**src/rtl/t_count_ctrl.sv**
```systemverilog
`default_nettype none
// ============================================================================
// Module      : t_count_ctrl
// Description : Start/stop sequencer that drives a WIDTH-bit toggle-flop bank
//               as an up/down counter with a programmable limit and reload.
// Revision    : 1.0 - initial release
// ============================================================================
module t_count_ctrl #(
    parameter int WIDTH = 4
) (
    input  logic             clk,
    input  logic             rst,
    input  logic             start,
    input  logic             stop,
    input  logic             dir,
    input  logic             auto_reload,
    input  logic [WIDTH-1:0] limit,
    output logic [WIDTH-1:0] t_en,
    output logic [WIDTH-1:0] q,
    output logic             busy,
    output logic             done,
    output logic             wrap
);

    typedef enum logic [1:0] {
        ST_IDLE  = 2'd0,
        ST_COUNT = 2'd1,
        ST_PAUSE = 2'd2
    } state_t;

    state_t           r_state;
    state_t           w_state_nxt;
    logic [WIDTH-1:0] r_q;
    logic [WIDTH-1:0] w_q_nxt;
    logic             r_dir;
    logic             r_auto;
    logic [WIDTH-1:0] r_limit;
    logic             r_done;
    logic             r_wrap;
    logic             w_done_nxt;
    logic             w_wrap_nxt;
    logic             w_latch;

    logic [WIDTH-1:0] w_start_val;
    logic [WIDTH-1:0] w_term_val;
    logic             w_at_term;
    logic [WIDTH-1:0] w_up;
    logic [WIDTH-1:0] w_dn;
    logic [WIDTH-1:0] w_toggle;

    assign w_start_val = r_dir ? '0 : r_limit;
    assign w_term_val  = r_dir ? r_limit : '0;
    assign w_at_term   = (r_q == w_term_val);

    // Carry/borrow chains: bit i toggles when all lower bits are 1 (up) or 0 (down)
    assign w_up[0] = 1'b1;
    assign w_dn[0] = 1'b1;
    generate
        for (genvar i = 1; i < WIDTH; i++) begin : g_chain
            assign w_up[i] = w_up[i-1] &  r_q[i-1];
            assign w_dn[i] = w_dn[i-1] & ~r_q[i-1];
        end
    endgenerate

    assign w_toggle = ((r_state == ST_COUNT) && !stop && !w_at_term)
                      ? (r_dir ? w_up : w_dn) : '0;

    always_comb begin
        w_state_nxt = r_state;
        w_q_nxt     = r_q;
        w_done_nxt  = 1'b0;
        w_wrap_nxt  = 1'b0;
        w_latch     = 1'b0;
        case (r_state)
            ST_IDLE: begin
                if (start && !stop) begin
                    w_latch     = 1'b1;
                    w_q_nxt     = dir ? '0 : limit;
                    w_state_nxt = ST_COUNT;
                end
            end
            ST_COUNT: begin
                if (stop) begin
                    w_state_nxt = ST_PAUSE;
                end else if (w_at_term) begin
                    w_done_nxt = 1'b1;
                    if (r_auto) begin
                        w_q_nxt    = w_start_val;
                        w_wrap_nxt = 1'b1;
                    end else begin
                        w_state_nxt = ST_IDLE;
                    end
                end else begin
                    w_q_nxt = r_q ^ w_toggle;
                end
            end
            ST_PAUSE: begin
                if (stop) begin
                    w_state_nxt = ST_IDLE;
                end else if (start) begin
                    w_state_nxt = ST_COUNT;
                end
            end
            default: w_state_nxt = ST_IDLE;
        endcase
    end

    always_ff @(posedge clk) begin
        if (rst) begin
            r_state <= ST_IDLE;
            r_q     <= '0;
            r_dir   <= 1'b1;
            r_auto  <= 1'b0;
            r_limit <= '0;
            r_done  <= 1'b0;
            r_wrap  <= 1'b0;
        end else begin
            r_state <= w_state_nxt;
            r_q     <= w_q_nxt;
            r_done  <= w_done_nxt;
            r_wrap  <= w_wrap_nxt;
            if (w_latch) begin
                r_dir   <= dir;
                r_auto  <= auto_reload;
                r_limit <= limit;
            end
        end
    end

    assign t_en = w_toggle;
    assign q    = r_q;
    assign busy = (r_state == ST_COUNT) || (r_state == ST_PAUSE);
    assign done = r_done;
    assign wrap = r_wrap;

endmodule
`default_nettype wire

```
**config.mk**
```make
export PLATFORM = sky130hd
export DESIGN_NAME = t_count_ctrl
export DESIGN_NICKNAME = d
export VERILOG_FILES = /design/src/rtl/t_count_ctrl.sv
export SDC_FILE = /design/constraint.sdc
export NUM_CORES = 1
export LEC_CHECK = 0
export BUFFER_PORTS_ARGS = -buffer_cell sky130_fd_sc_hd__clkbuf_2
export CAP_MARGIN = 20
export CORE_MARGIN = 2
export CORE_UTILIZATION = 50
export DETAILED_ROUTE_END_ITERATION = 7
export PLACE_DENSITY = 0.81
export SYNTH_ARGS = -nofsm -noshare
export SYNTH_HDL_FRONTEND = slang
export SYNTH_SLANG_ARGS = --single-unit
```
**constraint.sdc**
```tcl
create_clock -name clk -period 3.6 [get_ports clk]
set_input_delay 0.72 -clock clk [delete_from_list [all_inputs] [get_ports clk]]
set_output_delay 0.72 -clock clk [all_outputs]
set_load 0.05 [all_outputs]
```
# Yosys cells after proc, flatten, opt, wreduce, memory -nomap -nowiden
# Cells that the tools add are included.
dict set report word_totals {
  ff_bits 14
  in_bits 10
  output_inout_bits 11
  wordCells 59
}
dict set report op_classes {
  eq_ne 9
  muxes 21
  n_bitwise 10
  reduce_logical 12
}
# cell count
set ops {}
lappend ops {{$mux W4} 9}
lappend ops {{$mux W2} 6}
lappend ops {{$ne A3 B3 Y1 const B} 4}
lappend ops {{$pmux W4 S2} 1}
lappend ops {{$reduce_and A4 Y1} 2}
lappend ops {{$pmux W2 S3} 1}
lappend ops {{$not A1 Y1} 5}
lappend ops {{$and A1 B1 Y1} 4}
lappend ops {{$eq A4 B4 Y1} 1}
lappend ops {{$mux W1} 4}
lappend ops {{$ne A2 B2 Y1 const B} 2}
lappend ops {{$reduce_or A4 Y1} 1}
lappend ops {{$xor A4 B4 Y4} 1}
lappend ops {{$logic_and A1 B1 Y1} 3}
lappend ops {{$reduce_or A3 Y1} 1}
lappend ops {{$eq A2 B1 Y1 const B} 1}
lappend ops {{$eq A2 B2 Y1 const B} 1}
lappend ops {{$logic_not A1 Y1} 2}
lappend ops {{$logic_not A2 Y1} 1}
lappend ops {{$reduce_bool A2 Y1} 1}
lappend ops {{$logic_or A1 B1 Y1} 1}

# Longest topological paths before layout
dict set report logic_depth {
  word_depth 9
  ltp_mapped 9
  depth_no_buf 7
}

# Least setup slack after synthesis
# Ideal clock, no wire load.
dict set report synth_path {
  path_kind {register -> output}
  from {register r_q[1] (netlist: q[1])}
  to {output t_en[2]}
  arrival_time_ns 3.133
  required_time_ns 2.880
  setup_slack_ns -0.253
  path_stages_with_launch 6
  path_buffers 1
  cell_sequence {dfxtp_1 > buf_4 > and4bb_2 > a22oi_1 > a22oi_1 > nor4_1}
}
dict set report synth_between {
  elab_chain_len 4
  elab_cells_between_ends 8
  classes_between {eq/ne: 1; mux: 2; bitwise: 3; reduce/logical: 2}
}
# item line
set synth_rtl {}
lappend synth_rtl {{start: declaration} 33} ;# logic [WIDTH-1:0] r_q;
lappend synth_rtl {{start signal: assignment} 119} ;# r_q <= w_q_nxt;
lappend synth_rtl {{$eq A4 B4 Y1 / $not A1 Y1 (equally long branches)} {53, 61}}
lappend synth_rtl {{$logic_not A1 Y1 / $and A1 B1 Y1 (equally long branches)} {65, 61}}
lappend synth_rtl {{$logic_and A1 B1 Y1 / $mux W4 (equally long branches)} {65, 66}}
lappend synth_rtl {{$mux W4 *} 66} ;# ? (r_dir ? w_up : w_dn) : '0;
lappend synth_rtl {{end: declaration} 18} ;# output logic [WIDTH-1:0] t_en,
# Mark *: on every way between the ends. The rest lies on a longest branch, timed or not.

# Worst setup path in the final report
dict set report layout_path {
  from {register r_q[0] (netlist: q[0])}
  to {output t_en[2]}
}
# Same word-level chain as after synthesis.

==> impl_metrics.csv <==
group,metric,value,unit
detailed_routing,drtPass1Iterations,4,
worst_setup_path,rrSetupSlack,1.42,ns
floorplanning,start_util,53.72,%
power,p_per_area,376.2,nW/um^2
power,leakage,0.5228,nW
sta,slew_headroom,67.19,%
clocking,htreeDepth,1,
global_routing,antenna_found_initial,0,
sta,fin_crit_sh,84.33,%
yosys,synth-seq-cells,14,
clocking,post_cts_resize_count,0,
cells_and_area,multi_input_comb_area,701.9,um^2
yosys,ys_types,48,
worst_setup_path,end_kind,"primary output",
placement,dp_hpwl,1.884,mm
worst_setup_path,path_max_fanout,11,
sta,final_max_slew_viol_count,0,
clocking,clock-sinks,14,
clocking,cts_max_path_buffers,2,
cells_and_area,drive_gt1_share,21.53,%
sta,setup_viol,0,
placement,numPortBuffers,20,
cells_and_area,final_nets,159,
cells_and_area,syn_to_final_growth,11.05,%
global_routing,grt_pass1_wl,4.126,mm
yosys,avgSynthCellArea,8.319,um^2
worst_setup_path,r2r_cells,7,
yosys,synth_seq_area_share,26.32,%
sta,timing.final.hold_violations,0,
worst_setup_path,worstSetupPathType,"flop to primary output",
worst_setup_path,cpLargestDelayFamily,"compound AO/OA/AOI/OAI gates",
clocking,root_buffer,"clkbuf_4",
global_routing,grt_usage,20.95,%
detailed_routing,drt_iter0_drc,48,
floorplanning,ios,21,
yosys,synthFlopType,"dfxtp_1",
detailed_routing,routed_wl,2.436,mm
flow_run,maxCapViolCount,0,
worst_hold_path,holdCritPathClass,"flop to flop",
detailed_routing,vias_per_cell,6.035,
global_routing,grt_pass1_vias,920,
worst_setup_path,worstPathCellList,"and4bb_1 > a22oi_1 > a22oi_1 > nor4_2 > clkbuf_2",
cells_and_area,layout.cells.non_filler,171,
cells_and_area,diodes,0,
global_routing,grt_max_degree,15,
floorplanning,die_h,50.15,um
global_routing,grt-ovfl-total,0,
clocking,cts-buffers-inserted,3,
sta,fin_ws,0.5640,ns
detailed_routing,drc_errors,0,
sta,clock.fmax,329.4,MHz
floorplanning,rows,16,
sta,timing.hold.ws,0.5424,ns
worst_setup_path,crit_start,"q[0]$_SDFFE_PP0P_",
power,finalPower,0.4448,mW
detailed_routing,wl_per_cell,14.25,um
clocking,clk_pin_slew,0.09,ns
worst_setup_path,path_depth,5,
yosys,synthArstFlopShare,0,%
placement,placed_cells,167,
yosys,synthCells,128,
placement,gp_congestion,0.9510,
worst_setup_path,slowest_stage,"dfxtp_1",
clocking,postCtsSetupRepairBufs,0,
floorplanning,dieArea,2515,um^2
cells_and_area,finish.utilization,59.66,%
worst_setup_path,critPathBufInv,1,
worst_setup_path,arrival,2.32,ns
sta,fin_worst_skew,0.005591,ns
placement,placed_area,1146,um^2
worst_setup_path,cp_common_cell,"a22oi_1",
cells_and_area,final-seq-area,280.3,um^2
cells_and_area,finalInstanceArea,1182,um^2
worst_hold_path,worstHoldPathCells,1,
clocking,cts_tree,"done",
placement,dp_slack,0.8786,ns
clocking,cts_hold_buffers,0,
floorplanning,chipWidth,50.15,um
yosys,synth_nets,142,
clocking,clock_latency,0.28,ns
power,ir_drop,0.0002634,V
worst_setup_path,r2r_start,"r_state[1]$_SDFFE_PP0P_",
sta,tightestPinTransition,0.4922,ns
outcome,outcome,"complete, no violations",
yosys,synthesis.area,1065,um^2
sta,grt_setup_unrepaired,"false",
detailed_routing,antenna_left,0,
yosys,ys.warnings.count,0,
floorplanning,core-area,1982,um^2
detailed_routing,vias,1032,
worst_setup_path,startpoint_type,"flop",
sta,layout_min_cycle_time,3.036,ns
worst_hold_path,min_from,"r_auto$_SDFFE_PP0P_",
sta,fin_tns_setup,0,ns
worst_setup_path,worst_ep_required_time,2.88,ns
cells_and_area,nFillCells,175,
yosys,synth-edff-count,0,
worst_setup_path,cp_slowest_stage_delay,0.55,ns
metal layers:
layer	vias to the layer above	global-route usage (%)	part of all wire [%]
li1	508	-	-
met1	473	30.28	44
met2	48	32.02	47
met3	3	4.167	8.7
met4	0	4.630	0.53
met5	-	0	0
synthesized netlist by cell type (2+ instances only):
master     n  area, um^2
a21o_1     2       15.01
a21oi_1    7       35.03
a22oi_1    3       22.52
a31oi_1    3       18.77
a32o_1     2       20.02
and2_1     2       12.51
and3_1     2       12.51
buf_4      3       22.52
buf_6      2       22.52
dfxtp_1   14       280.3
ha_1       4       50.05
inv_1      8       30.03
mux2i_1    6       60.06
nand2_1    9       33.78
nand2b_1   2       12.51
nand3_1    3       15.01
nand4_1    3       18.77
nor2_1    11       41.29
nor3_1     2       10.01
nor4_1     2       12.51
o21ai_0    3       15.01
o31ai_1    3       22.52
or4_1      3       22.52
xnor2_1    5       43.79
power by group:
part / switching [mW] / total [mW] / internal (mW)
registers: 0.0197 / 0.184 / 0.165
logic: 0.0953 / 0.147 / 0.0519
clock network: 0.0518 / 0.113 / 0.0616
cell families after synthesis:
kind of cell | count (synthesis) | share of synthesized area, %
compound gates | 37 | 26.56
buf+inv | 16 | 8.342
xor+xnor | 6 | 4.935
mux | 6 | 5.641
flops | 14 | 26.32
fa+ha+maj | 4 | 4.701
simple gates | 45 | 23.50
cells in the final DEF (no fill, tap or decap), types with 3 or more instances in the layout:
| cell | n |
|---|---|
| clkbuf_4 | 3 |
| or4_1 | 3 |
| o31ai_1 | 3 |
| nand3_1 | 3 |
| dfxtp_1 | 14 |
| a21oi_1 | 7 |
| xnor2_1 | 5 |
| o21ai_0 | 3 |
| inv_1 | 8 |
| ha_1 | 4 |
| mux2i_1 | 6 |
| nand2_1 | 9 |
| nor2_1 | 11 |
| nand4_1 | 3 |
| clkbuf_2 | 20 |
| a31oi_1 | 3 |
| a22oi_1 | 3 |
state kept, by name, summed over array words and instances (netlist names):
signal / flops
done: 1
q: 4
r_auto: 1
r_dir: 1
r_limit: 4
r_state: 2
wrap: 1
final timing paths:
| kind | to |
|---|---|
| setup reg to reg | q[2]$_SDFFE_PP0P_ |
| hold reg to reg | wrap$_SDFF_PP0_ |
| hold / removal | wrap$_SDFF_PP0_ |
| setup / recovery | t_en[2] |
layout make-up:
| class | count | area share (%) |
|---|---|---|
| sequential | 14 | 23.70 |
| tap | 27 | 2.857 |
| multi-input combinational | 98 | 59.37 |
| clock buffer | 4 | 3.069 |
| inverter | 8 | 2.540 |
| timing repair buffer | 20 | 8.466 |
Power figures use the tool's default switching activity.
